### config.mk
export PLATFORM = sky130hd
export DESIGN_NAME = bin2bcd_seq
export DESIGN_NICKNAME = d
export VERILOG_FILES = /design/src/rtl/bin2bcd_seq.sv
export SDC_FILE = /design/constraint.sdc
export NUM_CORES = 1
export LEC_CHECK = 0
export ABC_AREA = 1
export CAP_MARGIN = 15
export CELL_PAD_IN_SITES_DETAIL_PLACEMENT = 0
export CELL_PAD_IN_SITES_GLOBAL_PLACEMENT = 1
export CORE_AREA = 2 2 110 80
export DETAILED_ROUTE_END_ITERATION = 7
export DIE_AREA = 0 0 112 82
export DONT_BUFFER_PORTS = 1
export GPL_ROUTABILITY_DRIVEN = 0
export GPL_TIMING_DRIVEN = 0
export PLACE_DENSITY_LB_ADDON = 0.1
export SETUP_SLACK_MARGIN = 0.15
export SYNTH_ARGS = -nofsm -noshare
export SYNTH_HDL_FRONTEND = slang
export SYNTH_SLANG_ARGS = --single-unit
### constraint.sdc
create_clock -name clk -period 3.6 [get_ports clk]
set_input_delay 0.54 -clock clk [delete_from_list [all_inputs] [get_ports clk]]
set_output_delay 0.54 -clock clk [all_outputs]
set_load 0.05 [all_outputs]
### src/rtl/bin2bcd_seq.sv
// bin2bcd_seq: sequential binary-to-BCD converter (shift-and-add-3).
// Converts the DIGITS*4-bit binary sum from the BCD adder back into packed
// BCD digits, one input bit per clock, and flags results that do not fit
// in DIGITS decimal digits. Valid/ready handshakes sit on both sides.
module bin2bcd_seq #(
    parameter int DIGITS = 4
) (
    input  logic                  clk,
    input  logic                  rst,
    input  logic                  in_valid,
    output logic                  in_ready,
    input  logic [DIGITS*4-1:0]   bin,
    output logic                  out_valid,
    input  logic                  out_ready,
    output logic [DIGITS*4-1:0]   bcd,
    output logic                  ovf
);

    localparam int BIN_W = DIGITS * 4;
    localparam int SCR_W = 2 * BIN_W;
    localparam int CNT_W = $clog2(BIN_W + 1);

    typedef enum logic [1:0] {
        IDLE,
        SHIFT,
        DONE
    } state_t;

    state_t             state;
    state_t             state_next;

    // Scratch holds 2*DIGITS BCD digits; the upper half only ever matters
    // for the overflow flag, since 16^DIGITS < 100^DIGITS.
    logic [SCR_W-1:0]   scratch;
    logic [SCR_W-1:0]   scratch_adj;
    logic [SCR_W-1:0]   scratch_next;
    logic [BIN_W-1:0]   binreg;
    logic [CNT_W-1:0]   count;
    logic               last_iter;

    // State register; reset aborts any conversion in flight.
    always_ff @(posedge clk) begin
        if (rst) begin
            state <= IDLE;
        end else begin
            state <= state_next;
        end
    end

    // Next-state logic: accept in IDLE, run BIN_W shifts, wait for out_ready.
    always_comb begin
        state_next = state;
        case (state)
            IDLE:    if (in_valid && in_ready) state_next = SHIFT;
            SHIFT:   if (last_iter)            state_next = DONE;
            DONE:    if (out_ready)            state_next = IDLE;
            default:                           state_next = IDLE;
        endcase
    end

    // Output logic: the input side is only open while idle and out of reset.
    always_comb begin
        in_ready = (state == IDLE) && !rst;
    end

    // Add-3 step: digits >= 5 become >= 8 so the following shift carries
    // into the next digit; a digit <= 9 plus 3 never exceeds 15.
    always_comb begin
        scratch_adj = scratch;
        for (int i = 0; i < 2 * DIGITS; i++) begin
            if (scratch[i*4 +: 4] >= 4'd5) begin
                scratch_adj[i*4 +: 4] = scratch[i*4 +: 4] + 4'd3;
            end
        end
        scratch_next = {scratch_adj[SCR_W-2:0], binreg[BIN_W-1]};
        last_iter    = (state == SHIFT) && (count == CNT_W'(1));
    end

    // Datapath: load on accept, iterate in SHIFT, capture the result on the
    // final iteration so bcd/ovf are valid in the same cycle as out_valid.
    always_ff @(posedge clk) begin
        if (rst) begin
            scratch   <= '0;
            binreg    <= '0;
            count     <= '0;
            bcd       <= '0;
            ovf       <= 1'b0;
            out_valid <= 1'b0;
        end else begin
            case (state)
                IDLE: begin
                    if (in_valid && in_ready) begin
                        binreg  <= bin;
                        scratch <= '0;
                        count   <= CNT_W'(BIN_W);
                    end
                end
                SHIFT: begin
                    scratch <= scratch_next;
                    binreg  <= {binreg[BIN_W-2:0], 1'b0};
                    count   <= count - CNT_W'(1);
                    if (last_iter) begin
                        bcd       <= scratch_next[BIN_W-1:0];
                        ovf       <= |scratch_next[SCR_W-1:BIN_W];
                        out_valid <= 1'b1;
                    end
                end
                DONE: begin
                    if (out_ready) begin
                        out_valid <= 1'b0;
                    end
                end
                default: begin
                    out_valid <= 1'b0;
                end
            endcase
        end
    end

endmodule

* After elaboration in Yosys (flattened, before gate mapping)
Cells that the tools add are included.
** Word-level totals
- Memories kept :: 0
- Flip-flop bits (word level) :: 73
- Input port bits :: 20
- Bits in writable memories :: 0
- Word-level logic and storage cells :: 63
- Output and inout port bits :: 19
- Memory bits (read-only) :: 0
- Bits in latches :: 0
** Cells by class
- Muxes and demuxes :: 21
- Divide/modulo/power cells :: 0
- Reductions and logical operators :: 11
- Bitwise logic cells :: 1
- Order comparisons :: 8
- Shift-type cells :: 0
- Multiply operators :: 0
- Equality and inequality tests :: 6
- Add/subtract/negate cells :: 9
** Operators by type and width (count)
- $pmux 32 s2 :: 1
- $ge 4x3->1 const B :: 8
- $mux 32 :: 1
- $pmux 16 s2 :: 1
- $add 4x2->4 const B :: 7
- $mux 4 :: 7
- $mux 16 :: 1
- $reduce_or 16->1 :: 1
- $pmux 5 s2 :: 1
- $mux 2 :: 3
- $ne 2x2->1 const B :: 3
- $pmux 2 s3 :: 1
- $reduce_and 3->1 :: 2
- $eq 5x1->1 const B :: 1
- $mux 5 :: 1
- $sub 5x1->5 const B :: 1
- $reduce_and 2->1 :: 2
- $add 3x2->3 const B :: 1
- $logic_and 1x1->1 :: 3
- $mux 3 :: 1
- $pmux 1 s3 :: 1
- $eq 2x1->1 const B :: 1
- $eq 2x2->1 const B :: 1
- $logic_not 2->1 :: 1
- other kinds (4) :: 5

* Depth between registers and ports, before layout
Gate-level depths: netlist of run 1.
- Depth in word-level cells :: 5
- Gate-level depth with buffers :: 12
- Mapped depth without buffers :: 12

* Least setup slack after synthesis of run 1
No wires, ideal clock.
- Path type :: input-to-reg
- Start point :: input port rst
- End point :: register scratch[22]
- Setup slack :: 1443 ps
- Library setup time :: 132 ps
- Stages on the path :: 9
- Data required time :: 3468 ps
- Path buffers :: 3
- Arrival time :: 2025 ps
- Path through :: buf_2 > nor3_2 > nand2_2 > nand2_2 > inv_1 > buf_6 > buf_6 > nand2_1 > a21oi_1
** On the way
- Longest elaborated chain between the ends :: 5
** Ends and longest elaborated chain
- start, declared :: line 9 : input logic rst,
- $logic_not 1->1 :: line 63 : in_ready = (state == IDLE) && !rst;
- $logic_and 1x1->1 :: line 63
- named net in_ready :: line 11 : output logic in_ready,
- $logic_and 1x1->1 :: line 92 : if (in_valid && in_ready) begin
- $ne 2x2->1 (no source line)
- $reduce_and 2->1 (no source line)
- end signal, assigned :: line 99 : scratch <= scratch_next;
- end, declared :: line 34 : logic [SCR_W-1:0] scratch;
The timed path passes the listed nets, and every way through them passes these cells.
A chain may end at the register's enable or synchronous reset.

* Final worst setup path of run 1
- Start point :: register state[1]
- End point :: register count[1]
** On the way
- Longest elaborated chain between the ends :: 5
- Elaborated cells on any way between the ends :: 8
- Those cells by class :: 2 x eq/ne; 1 x mux; 5 x reduce/logical
** Ends and longest elaborated chain
- start, declared :: line 29 : state_t state;
- start signal, assigned :: line 46 : state <= state_next;
- $logic_not 2->1 :: line 63
- $logic_and 1x1->1 :: line 63
- named net in_ready :: line 11
- $logic_and 1x1->1 :: line 92
- $ne 2x2->1 (no source line)
- $reduce_and 2->1 (no source line)
- end signal, assigned :: line 95 : count <= CNT_W'(BIN_W);
- end signal, assigned :: line 101 : count <= count - CNT_W'(1);
- end, declared :: line 38 : logic [CNT_W-1:0] count;
The timed path passes the listed nets, and every way through them passes these cells.

==> out/qor.yml, run 1 <==
status:
  outcome: "finished clean"
hold_path:
  hold_depth: 2
  min_delay_path_class: "primary input to flop"
  hold_end: "binreg[11]"
  holdCritStartpoint: "bin[11]"
floorplanning:
  ioPinCount: 39
  full_die_area_um2: 9180
  dieWidth_um: 112
  design.core.area_um2: 8200
  chipHeight_um: 82
  placement_rows: 28
  initial_utilization: 0.452
timing:
  final-hold-violation-count: 0
  timing_worst_slew_pin_value_ps: 1030
  clock-skew-final_ps: 6.82
  setup_tns_ps: 0
  finalCritPeriodShare: 0.604
  relSlewSlack: 0.312
  grt_setup_unrepaired: "false"
  max_freq_mhz: 460
  period_needed_ps: 2180
  setup_viol: 0
  drv_slew: 0
drt:
  drtAntennaViolNets: 0
  drt_first_pass_iters: 4
  via_count: 3441
  drc_errors: 0
  drt_initial_violations: 175
  wirelength_mm: 9.54
  routedWlPerCell_um: 14.7
  routed_via_density: 5.31
logic_synthesis:
  synth_sequential_area_ratio: 0.395
  asyncSetResetFlopFracSynth: 0
  yosysWarnings: 0
  netlist-cell-type-count: 28
  synth_flop_cell: "dfxtp_1"
  synth_area_per_cell_um2: 7.03
  number_of_synthesized_flops_with_an_enable_pin: 0
  yosys_register_bits: 73
  syn-instance-count: 527
  post_synth_instance_area_um2: 3700
  syn-num-nets: 565
global_routing:
  grt_util_met1: 0.307
  first_global_vias: 3061
  grt.busiest_layer: "met2"
  grt_pass1_wl_mm: 15.4
  antenna_found_initial: 0
  groute.usage.overall: 0.217
  groute.layer.met2.usage: 0.330
  grt.overflow.total: 0
  groute.layer.met3.usage: 0.0494
  grt_start_max_net_pins: 13
placed_design:
  port-buffer-count: 0
  dp.final_hpwl_mm: 6.79
  placed_area_um2: 3830
worst_setup_path:
  crit_top_cell: "nand2_2"
  setup.reg_to_reg.worst_slack_ps: 1420
  timing.critical_path.slowest_cell_delay_ps: 830
  critical_path_at_ps: 2370
  timing.critical_path.max_delay_family: "simple AND/OR/NAND/NOR gates"
  endpoint_kind_of_the_worst_setup_timing_path: "flop"
  crit_fanout: 10
  ff_to_ff_start: "state[1]"
  critical-path-slowest-cell: "nor3_2"
  reg_to_reg_endpoint: "count[1]"
  path_cells: "nor3_2 > nand2_2 > nand2_2 > buf_6 > buf_8 > o22ai_1 > inv_1 > nor2_1"
  critPathKind: "flop to flop"
  worst-path-buf-inv: 3
  startpoint_class: "flop"
  rr_worst_depth: 8
  crit_required_ps: 3800
final_layout:
  area_growth_syn_to_layout_pct: 12.5
  finish.net_count: 576
  final_cell_area_um2: 4170
  antenna_cells_inserted: 0
  share_of_layout_cells_above_drive_strength_1: 0.0755
clock_tree:
  tritoncts_num_sinks: 73
  tritoncts.num_buffers: 9
  clock_pin_slew_on_the_worst_setup_and_hold_paths_ps: 60
  cts-root-buf: "clkbuf_16"
  number_of_hold_buffers_added_after_cts: 0
  cts_tree: "yes"
  number_of_h_tree_levels: 3
  ctsResizeCount: 0
  worstSkewPairLatency_ps: 340
  clock_tree.buffer_depth: 2
  post_cts.repair.setup_buffers: 0
power_and_ir_drop:
  cellPowerDensity_nw_per_um2: 484
  peakVddDrop_mv: 0.412
  cellLeakagePower_nw: 1.65
run:
  maxCapViolations: 0
-- worst register-to-register path, cell delays in order, from the launching register on --
cell and delay (ps):
dfxtp_1 360, nor3_2 830, nand2_2 210, nand2_2 150
buf_6 160, buf_8 150, o22ai_1 70, inv_1 70
nor2_1 30
-- area by class of cell --
type                            count  area [um2]
Buffer                             24         149
Clock buffer                       11         253
Clock inverter                      5        77.6
Fill cell                         811        4030
Inverter                           55         208
Multi-Input combinational cell    375        1890
Sequential cell                    73        1460
Tap cell                          105         131
-- cells in the final DEF, fill, tap and decap left out, types with 3 or more instances in the layout --
cell type	count
nand4_1	11
nor3_1	3
a21oi_1	53
nand2_1	152
buf_6	5
o21ai_0	35
a31oi_1	15
dfxtp_1	73
clkbuf_1	10
ha_1	18
clkbuf_16	9
buf_2	8
inv_1	52
o22ai_1	7
nand3_1	44
nor2_1	24
clkinv_2	3
-- where the power goes --
group / internal [mW] / switching, mW / total, mW
registers: 0.836 / 0.0219 / 0.858
clock network: 0.642 / 0.344 / 0.986
logic: 0.0535 / 0.118 / 0.171
-- cell families after synthesis --
family | Yosys count | share of synthesized area
simple gates | 242 | 0.281
compound gates | 112 | 0.160
buf+inv | 79 | 0.0963
flops | 73 | 0.395
fa+ha+maj | 18 | 0.0608
xor+xnor | 3 | 0.00710
-- state kept, by name, summed over array words and instances, names as in the netlist --
name and flops:
binreg 16, state 2, bcd 16, scratch 32, count 5, out_valid 1, ovf 1
-- synth_stat cells, types with 2 or more instances --
| cell type | n | share of area |
|---|---|---|
| nor2_1 | 24 | 0.024 |
| dfxtp_1 | 73 | 0.39 |
| a21oi_1 | 53 | 0.072 |
| buf_6 | 5 | 0.015 |
| inv_2 | 2 | 0.0020 |
| nand4_1 | 11 | 0.019 |
| nand2_1 | 152 | 0.15 |
| o21ai_0 | 35 | 0.047 |
| buf_2 | 8 | 0.011 |
| inv_1 | 52 | 0.053 |
| xor2_1 | 2 | 0.0047 |
| o22ai_1 | 7 | 0.012 |
| nand3_1 | 44 | 0.059 |
| or2_2 | 2 | 0.0034 |
| a31oi_1 | 15 | 0.025 |
| clkbuf_1 | 10 | 0.010 |
| nor3_1 | 3 | 0.0041 |
| ha_1 | 18 | 0.061 |
| nand2_2 | 2 | 0.0034 |
-- worst max-delay path by stage --
stage | slack [ps] | end | startpoint | cells past startpoint
2_1_floorplan | 1440 | scratch[22] | rst | 9
3_3_place_gp | 1110 | binreg[13] | rst | 7
3_5_place_dp | 1100 | binreg[9] | rst | 7
4_1_cts | 1400 | binreg[9] | state[1] | 6
5_1_grt | 1320 | count[1] | state[1] | 8
6_report | 1420 | count[1] | state[1] | 8
-- per-layer routing --
layer	vias to the layer above	routed length, um
met2	73	3920
met4	0	127
met5	-	0
met1	1579	4940
met3	12	551
li1	1777	-
-- through the flow --
step | hold WS, ps | power, mW | utilization | worst slack (ps) | cells
3_3_place_gp | 449 | 1.04 | 0.468 | 1110 | 632
2_1_floorplan | 439 | 0.996 | - | 1440 | 527
5_1_grt | 364 | 2.10 | 0.508 | 1320 | 648
4_1_cts | 356 | 2.03 | 0.508 | 1400 | 648
3_5_place_dp | 452 | 1.05 | 0.468 | 1100 | 632
6_report | 364 | 2.01 | 0.508 | 1420 | 648
Note: power is estimated with default switching activity, not from simulation.
==> inputs of run 2 (changes only) <==
Settings changed: CORE_AREA 2 2 110 80 to 2 2 117 85, DIE_AREA 0 0 112 82 to 0 0 119 87.
Clock period 3.6 ns to 1.9 ns, I/O delays scaled along.
==> run 2 against run 1 <==
  * Clock power grew 51%
  * Cell count grew 4.9%
  * Largest cell class unchanged
  * Highest routed layer unchanged
  * Register-to-register slack lost 1300 ps
  * Flip-flop and latch count is the same
==> out/qor.yml, run 2 (synthesis results as in run 1) <==
status:
  outcome: "finished clean"
global_routing:
  grt_start_max_net_pins: 12
  groute.usage.overall: 0.201
  first_global_vias: 3154
  grt_pass1_wl_mm: 16.1
  grt.overflow.total: 0
  antenna_found_initial: 0
placed_design:
  placedCellCount: 655
  dp.final_hpwl_mm: 7.01
  port-buffer-count: 0
  placed_area_um2: 3870
timing:
  setup_tns_ps: 0
  relSlewSlack: 0.573
  timing_worst_slew_pin_value_ps: 641
  grt_setup_unrepaired: "true"
  setup_viol: 0
  finalCritPeriodShare: 0.928
  clock-skew-final_ps: 5.26
  max_freq_mhz: 567
  period_needed_ps: 1760
  drv_slew: 0
  final-hold-violation-count: 0
worst_setup_path:
  startpoint_class: "flop"
  critPathKind: "flop to flop"
  path_depth: 8
  worst-path-buf-inv: 3
  rr_worst_depth: 8
  critical_path_at_ps: 1950
  timing.critical_path.max_delay_family: "simple AND/OR/NAND/NOR gates"
  crit_fanout: 6
  timing.critical_path.slowest_cell_delay_ps: 540
  path_cells: "nor3_4 > nand2_2 > nand2_4 > inv_2 > buf_6 > clkbuf_16 > nand2_1 > a21oi_1"
  critical-path-slowest-cell: "nor3_4"
  endpoint_kind_of_the_worst_setup_timing_path: "flop"
  crit_required_ps: 2080
final_layout:
  finish.net_count: 587
  largest_register_ffs: 32
  layout.cells.non_filler: 680
  final_cell_area_um2: 4390
  antenna_cells_inserted: 0
  area_growth_syn_to_layout_pct: 18.5
  filler_cell_count: 967
  share_of_layout_cells_above_drive_strength_1: 0.132
  finish.utilization: 0.470
  layout_commonest_cell: "nand2_1"
  final-seq-area_um2: 1470
  biggestRegsByFlops: "scratch x32, bcd x16, binreg x16"
  multi_input_area_um2: 2000
  most_flops_register: "scratch"
  most_used_cells_in_the_layout_excluding_fill_and_tap_cells: "nand2_1, dfxtp_1, a21oi_1"
drt:
  routed_via_density: 5.18
  via_count: 3520
  drtAntennaViolNets: 0
  routedWlPerCell_um: 14.9
  drt_first_pass_iters: 5
  wirelength_mm: 10.1
  drt_initial_violations: 182
  drc_errors: 0
clock_tree:
  number_of_hold_buffers_added_after_cts: 0
  tritoncts_num_sinks: 73
  tritoncts.num_buffers: 9
  clock_tree.buffer_depth: 2
  cts-root-buf: "clkbuf_16"
  clock_pin_slew_on_the_worst_setup_and_hold_paths_ps: 60
  worstSkewPairLatency_ps: 330
  number_of_h_tree_levels: 3
  cts_tree: "yes"
floorplanning:
  placement_rows: 30
  initial_utilization: 0.396
  dieWidth_um: 119
  design.core.area_um2: 9350
  full_die_area_um2: 10400
  chipHeight_um: 87
  ioPinCount: 39
hold_path:
  min_delay_path_class: "primary input to flop"
  hold_depth: 2
run:
  maxCapViolations: 0
power_and_ir_drop:
  cellPowerDensity_nw_per_um2: 807
  cellLeakagePower_nw: 1.73
  peakVddDrop_mv: 0.474
-- run 2: cell count changes in the layout (fill, tap and decap cells not counted), sizes merged --
cell	before	now
buf	14	24
inv	54	55
bufinv	2	0
-- run 2: path summary, 6_finish.rpt --
| check | startpoint | endpoint | slack (ps) |
|---|---|---|---|
| setup / recovery | state[0] | scratch[27] | 140 |
| hold / removal | bin[12] | binreg[12] | 120 |
| setup reg to reg | state[0] | scratch[27] | 140 |
| hold reg to reg | scratch[25] | scratch[25] | 460 |
-- run 2: metrics by stage --
stage / hold WS [ps] / setup slack (ps) / total power, mW
after CTS: 101 / 101 / 3.55
after global placement: 450 / -8.80 / 1.98
after floorplan: 439 / 245 / 1.89
after detailed placement: 452 / -21.0 / 1.99
after global routing: 99.2 / 58.8 / 3.70
final: 115 / 137 / 3.54
-- run 2: routing by layer --
layer | GRT usage | vias to the layer above | share of wire
li1 | - | 1795 | -
met1 | 0.281 | 1629 | 0.52
met2 | 0.307 | 87 | 0.42
met3 | 0.0530 | 9 | 0.054
met4 | 0.0541 | 0 | 0.0090
met5 | 0 | - | 0
-- run 2: what timing repair did --
action,CTS,global route
setup endpoints to repair,42,55
resized for setup,12,32
cloned,2,1
pin swaps,3,4
buffers inserted,6,2
-- run 2: report_power, final --
part | leakage [nW] | switching [mW] | total [mW] | internal, mW
Combinational | 1.01 | 0.256 | 0.422 | 0.166
Sequential | 0.594 | 0.0447 | 1.63 | 1.58
Clock | 0.124 | 0.629 | 1.49 | 0.861
Total | 1.73 | 0.930 | 3.54 | 2.61
-- run 2: cell type report --
class                   instances  area share
inverters                      55      0.0482
flip-flops and latches         73       0.334
repair buffers                 11      0.0314
well taps                     128      0.0365
multi-input cells             375       0.457
clock inverters                 4     0.00513
plain buffers                  24      0.0356
clock buffers                  10      0.0522
-- run 2: worst register-to-register path, stage by stage (launching register included) --
cell and delay, ps:
dfxtp_4 350, nor3_4 540, nand2_2 170, nand2_4 120, inv_2 50, buf_6 140, clkbuf_16 150, nand2_1 50
a21oi_1 50
